$ cat config.mk
export PLATFORM = sky130hd
export DESIGN_NAME = hilo_unit
export DESIGN_NICKNAME = d
export VERILOG_FILES = /design/src/rtl/hilo_unit.sv
export SDC_FILE = /design/constraint.sdc
export NUM_CORES = 2
export LEC_CHECK = 0
export ABC_AREA = 1
export BUFFER_PORTS_ARGS = -buffer_cell sky130_fd_sc_hd__buf_2
export CORE_ASPECT_RATIO = 1.4
export CORE_UTILIZATION = 40
export CTS_CLUSTER_SIZE = 16
export DETAILED_ROUTE_END_ITERATION = 8
export GPL_TIMING_DRIVEN = 1
export HOLD_SLACK_MARGIN = 0.06
export PLACE_DENSITY = 0.6
export SYNTH_ARGS = -nofsm -noshare
export SYNTH_HDL_FRONTEND = slang
export SYNTH_SLANG_ARGS = --single-unit
export TNS_END_PERCENT = 10
$ cat constraint.sdc
create_clock -name clk -period 7.4 [get_ports clk]
set_input_delay 0.74 -clock clk [delete_from_list [all_inputs] [get_ports clk]]
set_output_delay 0.74 -clock clk [all_outputs]
set_load 0.01 [all_outputs]
$ cat src/rtl/hilo_unit.sv
// hilo_unit: MIPS-style HI/LO register unit with a multi-cycle multiplier and
// a restoring divider, plus decode-stage MFHI/MFLO operand substitution.
//
// Ports:
//   clk, rst_n       - clock (rising edge) and asynchronous active-low reset
//   op_valid, op     - operation request: 0 MULT, 1 MULTU, 2 DIV, 3 DIVU,
//                      4 MTHI, 5 MTLO, 6/7 no-op
//   rs_value         - operand A / dividend / MTHI-MTLO source
//   rt_value         - operand B / divisor
//   is_mf_hi/lo      - decode-stage MFHI/MFLO flags
//   instr_rs_value   - normal rs operand
//   actual_rs_value  - rs operand after HI/LO substitution
//   reg_hi, reg_lo   - architectural HI and LO
//   busy             - multiply or divide in flight
//   stall            - combinational stall request to decode
module hilo_unit #(
  parameter int unsigned WIDTH       = 32,
  parameter int unsigned MUL_LATENCY = 3
) (
  input  logic             clk,
  input  logic             rst_n,
  input  logic             op_valid,
  input  logic [2:0]       op,
  input  logic [WIDTH-1:0] rs_value,
  input  logic [WIDTH-1:0] rt_value,
  input  logic             is_mf_hi,
  input  logic             is_mf_lo,
  input  logic [WIDTH-1:0] instr_rs_value,
  output logic [WIDTH-1:0] actual_rs_value,
  output logic [WIDTH-1:0] reg_hi,
  output logic [WIDTH-1:0] reg_lo,
  output logic             busy,
  output logic             stall
);

  localparam int unsigned CntW = ($clog2(WIDTH + 1) > 4) ? $clog2(WIDTH + 1) : 4;

  localparam logic [2:0] OpMult  = 3'd0;
  localparam logic [2:0] OpMultu = 3'd1;
  localparam logic [2:0] OpDiv   = 3'd2;
  localparam logic [2:0] OpDivu  = 3'd3;
  localparam logic [2:0] OpMthi  = 3'd4;
  localparam logic [2:0] OpMtlo  = 3'd5;

  typedef enum logic [1:0] {StIdle, StMul, StDiv} state_e;

  state_e            state_q, state_d;
  logic [WIDTH-1:0]  hi_q, hi_d, lo_q, lo_d;
  // a_q: multiplicand, or dividend magnitude shifting into the quotient.
  // b_q: multiplier, or divisor magnitude.
  logic [WIDTH-1:0]  a_q, a_d, b_q, b_d, r_q, r_d;
  logic [CntW-1:0]   cnt_q, cnt_d;
  logic              sgn_q, sgn_d, qneg_q, qneg_d, rneg_q, rneg_d;

  logic [2*WIDTH-1:0] ext_a, ext_b, product;
  logic [WIDTH:0]     rem_shift, diff;
  logic               div_sgn;

  // Low 2*WIDTH bits of the product of sign/zero-extended operands are exact.
  always_comb begin
    ext_a   = {{WIDTH{sgn_q & a_q[WIDTH-1]}}, a_q};
    ext_b   = {{WIDTH{sgn_q & b_q[WIDTH-1]}}, b_q};
    product = ext_a * ext_b;
  end

  always_comb begin
    rem_shift = {r_q, a_q[WIDTH-1]};
    diff      = rem_shift - {1'b0, b_q};
  end

  assign div_sgn = (op == OpDiv);

  always_comb begin
    state_d = state_q;
    hi_d    = hi_q;
    lo_d    = lo_q;
    a_d     = a_q;
    b_d     = b_q;
    r_d     = r_q;
    cnt_d   = cnt_q;
    sgn_d   = sgn_q;
    qneg_d  = qneg_q;
    rneg_d  = rneg_q;
    unique case (state_q)
      StIdle: begin
        if (op_valid) begin
          case (op)
            OpMult, OpMultu: begin
              a_d     = rs_value;
              b_d     = rt_value;
              sgn_d   = (op == OpMult);
              cnt_d   = CntW'(MUL_LATENCY - 1);
              state_d = StMul;
            end
            OpDiv, OpDivu: begin
              a_d     = (div_sgn & rs_value[WIDTH-1]) ? -rs_value : rs_value;
              b_d     = (div_sgn & rt_value[WIDTH-1]) ? -rt_value : rt_value;
              r_d     = '0;
              cnt_d   = '0;
              sgn_d   = div_sgn;
              qneg_d  = div_sgn & (rs_value[WIDTH-1] ^ rt_value[WIDTH-1]);
              rneg_d  = div_sgn & rs_value[WIDTH-1];
              state_d = StDiv;
            end
            OpMthi:  hi_d = rs_value;
            OpMtlo:  lo_d = rs_value;
            default: ;
          endcase
        end
      end
      StMul: begin
        if (cnt_q == '0) begin
          {hi_d, lo_d} = product;
          state_d      = StIdle;
        end else begin
          cnt_d = cnt_q - 1'b1;
        end
      end
      StDiv: begin
        if (b_q == '0) begin
          // Zero divisor: finish after one busy cycle, HI/LO untouched.
          state_d = StIdle;
        end else if (cnt_q == CntW'(WIDTH)) begin
          lo_d    = qneg_q ? -a_q : a_q;
          hi_d    = rneg_q ? -r_q : r_q;
          state_d = StIdle;
        end else begin
          if (!diff[WIDTH]) begin
            r_d = diff[WIDTH-1:0];
            a_d = {a_q[WIDTH-2:0], 1'b1};
          end else begin
            r_d = rem_shift[WIDTH-1:0];
            a_d = {a_q[WIDTH-2:0], 1'b0};
          end
          cnt_d = cnt_q + 1'b1;
        end
      end
      default: state_d = StIdle;
    endcase
  end

  always_ff @(posedge clk or negedge rst_n) begin
    if (!rst_n) begin
      state_q <= StIdle;
      hi_q    <= '0;
      lo_q    <= '0;
      a_q     <= '0;
      b_q     <= '0;
      r_q     <= '0;
      cnt_q   <= '0;
      sgn_q   <= 1'b0;
      qneg_q  <= 1'b0;
      rneg_q  <= 1'b0;
    end else begin
      state_q <= state_d;
      hi_q    <= hi_d;
      lo_q    <= lo_d;
      a_q     <= a_d;
      b_q     <= b_d;
      r_q     <= r_d;
      cnt_q   <= cnt_d;
      sgn_q   <= sgn_d;
      qneg_q  <= qneg_d;
      rneg_q  <= rneg_d;
    end
  end

  assign reg_hi = hi_q;
  assign reg_lo = lo_q;
  assign busy   = (state_q != StIdle);
  assign stall  = busy & (is_mf_hi | is_mf_lo | (op_valid & (op <= OpMtlo)));

  // Registered HI/LO only: a write becomes visible the cycle after it lands.
  always_comb begin
    if (is_mf_hi)      actual_rs_value = hi_q;
    else if (is_mf_lo) actual_rs_value = lo_q;
    else               actual_rs_value = instr_rs_value;
  end

endmodule

# Word level (Yosys, flattened, before mapping)
# Index checks and enable logic that the tools add are counted.
word_totals:
  register_bits: 171
  latchBits: 0
  ram_bits: 0
  mem_bits_ro: 0
  in_bits: 104
  out_inout_bits: 98
  word_cells: 110
  mem_count: 0
classes:
  add_sub_neg: 7
  multipliers: 1
  div: 0
  magnitude_cmp: 1
  eq_ne: 19
  shift: 0
  mux: 44
  bitwise_logic: 10
  n_reduce_logical: 18
ops:
  columns: ["cell", "n"]
  rows:
  - ["two-way mux 32 bit", 24]
  - ["one-hot mux 32 bit (2 select lines)", 4]
  - ["one-hot mux 32 bit (3 select lines)", 2]
  - ["negator 32 bit", 4]
  - ["multiplier 33 x 33 -> 64 bit", 1]
  - ["subtractor 33 x 32 -> 33 bit", 1]
  - ["logical NOT 32 bit", 1]
  - ["two-way mux 6 bit", 4]
  - ["one-hot mux 6 bit (3 select lines)", 1]
  - ["AND reduction 6 bit", 3]
  - ["inequality test 2 bit, second input constant", 6]
  - ["one-hot mux 6 bit (2 select lines)", 1]
  - ["AND reduction 5 bit", 2]
  - ["two-way mux 2 bit", 4]
  - ["AND 1 bit", 7]
  - ["adder 6 x 1 -> 6 bit, second input constant", 1]
  - ["equality test 3 x 2 -> 1 bit, second input constant", 2]
  - ["equality test 3 bit, second input constant", 2]
  - ["equality test 6 bit, second input constant", 1]
  - ["logical NOT 6 bit", 1]
  - ["inequality test 2 x 1 -> 1 bit, second input constant", 3]
  - ["one-hot mux 2 bit (3 select lines)", 1]
  - ["AND reduction 3 bit", 2]
  - ["nonzero test 2 bit", 3]
  - ["17 further kinds", 19]

# Depth between registers and ports, before layout
depth:
  depth_word: 6
  ltp_mapped: 38
  mapped_depth_nobuf: 36

# Least setup slack after synthesis
# Ideal clock, no wire load.
synth_timing:
  path_kind: "register to register"
  startpoint: "register a_q[31]"
  endpoint: "register hi_q[30], in the netlist reg_hi[30]"
  setup_time_ns: 0.078
  t_arrival_ns: 7.416
  required_ns: 7.322
  setup_slack_ns: -0.094
  path_stages_with_launch: 30
  path_buffers: 2
  period_less_slack_ns: 7.494
  cell_sequence: "dfrtp_1 -> buf_2 -> nand2_1 -> clkbuf_1 -> nor2_1 -> fa_1 -> inv_1 -> fa_1 -> inv_1 -> fa_1 -> inv_1 -> fa_1 -> fa_1 -> fa_1 -> inv_1 -> fa_1 -> inv_1 -> fa_1 -> inv_1 -> ha_1 -> inv_1 -> nor3_1 -> nand2_1 -> nor4_1 -> nand2_1 -> nand3b_1 -> nand3_1 -> nand2_1 -> nand2_1 -> a21boi_1"
synth_between:
  elab_chain_len: 4
synth_rtl:
  columns: ["element", "line", "text"]
  rows:
  - ["start: declaration", "51", "logic [WIDTH-1:0] a_q, a_d, b_q, b_d, r_q, r_d;"]
  - ["start signal: assignment", "147", "a_q <= '0;"]
  - ["start signal: assignment", "158", "a_q <= a_d;"]
  - ["AND 1 bit", "61", "ext_a = {{WIDTH{sgn_q & a_q[WIDTH-1]}}, a_q};"]
  - ["multiplier 33 x 33 -> 64 bit *", "63", "product = ext_a * ext_b;"]
  - ["two-way mux 32 bit *", "112", "if (cnt_q == '0) begin"]
  - ["one-hot mux 32 bit (3 select lines) *", "84", "unique case (state_q)"]
  - ["end signal: assignment", "156", "hi_q <= hi_d;"]
  - ["end: declaration", "48", "logic [WIDTH-1:0] hi_q, hi_d, lo_q, lo_d;"]
# Every way passes the cells marked *; elsewhere a longest branch is shown, timed or not. The select of a mux whose other input is x is not followed.
# A chain may end at the register's enable or synchronous reset.

# Worst setup path after layout
layout_timing:
  startpoint: "register a_q[21]"
  endpoint: "register hi_q[15], in the netlist reg_hi[15]"
layout_between:
  elab_chain_len: 3
layout_rtl:
  columns: ["element", "line"]
  rows:
  - ["multiplier 33 x 33 -> 64 bit", "63"]
  - ["two-way mux 32 bit", "112"]
  - ["one-hot mux 32 bit (3 select lines)", "84"]
# Every way passes these cells. The select of a mux whose other input is x is not followed.

==> reports/qor.txt <==
synth unique cells: 64
Post-Route WL: 198 mm
Vias: 49200
max-cap violations: 0
CTS tree: built
Max clock buf depth: 2
post-layout min period: 7.45 ns
CTS H-tree depth: 4
syn nets: 8806
Post-Syn Area: 54700 um2
Critical Path RT: 7.78 ns
final setup margin: -0.0491 ns
Worst-Margin Slew: 1.30 ns
Synth area leaders: fa_1, inv_1, nand2_1, dfrtp_1, ha_1
Synth top area share: 41.3%
Yosys reg bits: 171
Crit. End Element: flop
fin crit share: 101%
Root Driver: clkbuf_16
Die X: 314 um
I/O pin cnt: 202
cts hold-fix bufs: 0
initial core utilization: 40.3%
core area: 136000 um2
fmax: 134 MHz
DRC viols: 0
Fill cells: 13500
CP max stage cell: fa_1
ys async rst share: 100%
Final Hold Viols: 0
clk sinks: 171
area of all placed cells without fillers: 64900 um2
GRT Residual Overflow: 0
FP Rows: 160
area grow syn2layout: 18.7%
clock slew at reported path FFs: 0.09 ns
vias in the first global route: 52200
Seq/Total Area, Yosys: 7.83%
failing checks: setup timing
Die Span Y: 439 um
Synth Flop Type: dfrtp_1
Synth Warn #: 0
reg2reg path depth: 31
Avg Vias per Cell: 5.10
DR pass1 iterations: 6
clock skew: 0.0190 ns
status: finished with violations
Slew HR: 13.0%
Placed Area: 62100 um2
Final nets: 9330
area occupied by multi-input gates: 43300 um2
final setup vio count: 9
register area: 4290 um2
setup TNS: -0.250 ns
initial antenna violation count: 6
Die ar.: 138000 um2
CP max stage delay: 0.59 ns
Crit path arrival time: 7.83 ns
Core Util, Final: 47.8%
cell family with most CP delay: adder cells
Critical Path Stages: 31
Post-Syn Instances: 7318
initial drt markers: 3196
Avg Cell Area, Syn: 7.47 um2
Bufs and invs on worst path: 11
leading area contributor after synthesis: fa_1
clk_lat worst skew: 0.51 ns
proportion of layout cells with a drive suffix above 1: 17.4%
unrepaired setup endpoints after global routing: true
first-pass GRT wire length: 302 mm
HP Class: in -> async
Final GP Congestion: 1.01
CTS buffer count: 17
WL per Instance: 20.6 um
DRT antenna net count: 0
Startpoint Class: flop
Setup Crit Path Kind: reg -> reg
port bufs: 201
largest net degree at the start of global routing: 69
most used cell along the critical path: fa_1
Worst Hold Slack: 0.200 ns
Total GRT Usage: 28.8%
Crit Path Max Fanout: 10
max-slew violation count: 0
Post-synth EDFFs: 0
DP HPWL: 168 mm
-- cells by family after synthesis --
kind of cell / Yosys count / synth area share, %
simple gates: 2655 / 19.7
buf+inv: 2265 / 15.9
fa+ha+maj: 1384 / 47.2
compound gates: 762 / 8.11
flops: 171 / 7.83
xor+xnor: 81 / 1.30
-- worst register-to-register path: cells and delay by family (launching register included) --
kind            cells  cell delay, ns
buf+inv            11            1.32
fa+ha+maj           9            4.42
simple gates        7            0.88
compound gates      4            0.33
flops               1            0.40
-- worst paths after layout --
check | startpoint | endpoint | slack, ns
max | a_q[21] | reg_hi[15] | -0.05
max in group asynchronous | rst_n | reg_lo[28] | 5.78
max reg2reg | a_q[21] | reg_hi[15] | -0.05
min | rst_n | a_q[2] | 0.20
min in group clk | reg_lo[21] | reg_lo[21] | 0.54
min reg2reg | reg_lo[21] | reg_lo[21] | 0.54
-- what timing repair did --
item,4_1_cts,5_1_grt
buffers inserted,6,31
endpoints found under the setup margin,40,47
gates resized for setup,132,323
pin swaps,13,109
cloned,0,7
-- cell usage after synthesis, types with 20 or more instances --
library cell / count
dfrtp_1: 171
nand3_1: 214
o21ai_1: 82
clkbuf_1: 214
nand2_1: 1861
fa_1: 1127
o211ai_2: 28
inv_2: 20
xnor2_1: 32
a22oi_1: 24
xor2_1: 49
o21bai_1: 24
buf_1: 59
nand4_1: 27
o21ai_0: 234
nor3_1: 40
a21oi_1: 261
inv_1: 1885
nor2_1: 416
buf_2: 70
a21boi_1: 29
ha_1: 257
nor4_1: 20
-- flip-flops by register name, summed over array words and instances, names as in the netlist --
register / cells
a_q: 32
cnt_q: 6
state_q: 2
reg_hi: 32
r_q: 32
qneg_q: 1
rneg_q: 1
b_q: 32
reg_lo: 32
sgn_q: 1
-- cell usage in the layout, fill, tap and decap left out, types with 12 or more instances in the layout --
cell type,netlist,layout
inv_1,1885,1855
buf_4,3,547
nand2_2,11,56
o21bai_1,24,20
a21oi_2,1,34
buf_6,11,16
fa_2,0,28
inv_2,20,48
nor2_1,416,340
o22ai_1,15,12
ha_1,257,219
nand2_1,1861,1808
ha_4,0,33
a21boi_1,29,24
o211ai_1,12,12
nor4_1,20,16
buf_12,0,86
fa_1,1127,1099
o211ai_2,28,28
o21ai_1,82,102
xnor2_1,32,31
a21oi_1,261,223
o21ai_0,234,196
nand3_2,12,37
nor3_1,40,33
nand4_1,27,27
nor2_2,9,66
o21ai_2,5,21
nor2_4,8,27
xor2_1,49,49
a22oi_1,24,24
buf_2,70,200
clkbuf_16,0,24
dfrtp_1,171,164
nand3_1,214,183
-- layer usage --
layer / GRT usage (%) / vias up / wire (um)
li1: - / 22400 / -
met1: 33.3 / 24600 / 73400
met2: 51.8 / 1615 / 99600
met3: 2.79 / 580 / 10200
met4: 16.3 / 6 / 15100
met5: 0 / - / 40
-- area by class of cell --
cell class | count | area share (%)
Antenna cell | 3 | 0.0116
Clock buffer | 17 | 0.656
Clock inverter | 15 | 0.328
Inverter | 1908 | 11.1
Multi-Input combinational cell | 4882 | 66.7
Sequential cell | 171 | 6.61
Tap cell | 1782 | 3.44
Timing Repair Buffer | 862 | 11.2
-- per-stage QoR --
stage	setup WS, ns	cells
6_report	-0.0491	9640
5_1_grt	-0.284	9639
4_1_cts	-0.0933	9600
3_5_place_dp	-0.923	9562
3_3_place_gp	-0.946	9562
2_1_floorplan	0.0274	7318
Power is not shown: default switching activity piles up to over one toggle a cycle in this logic, so the estimate is an artifact.
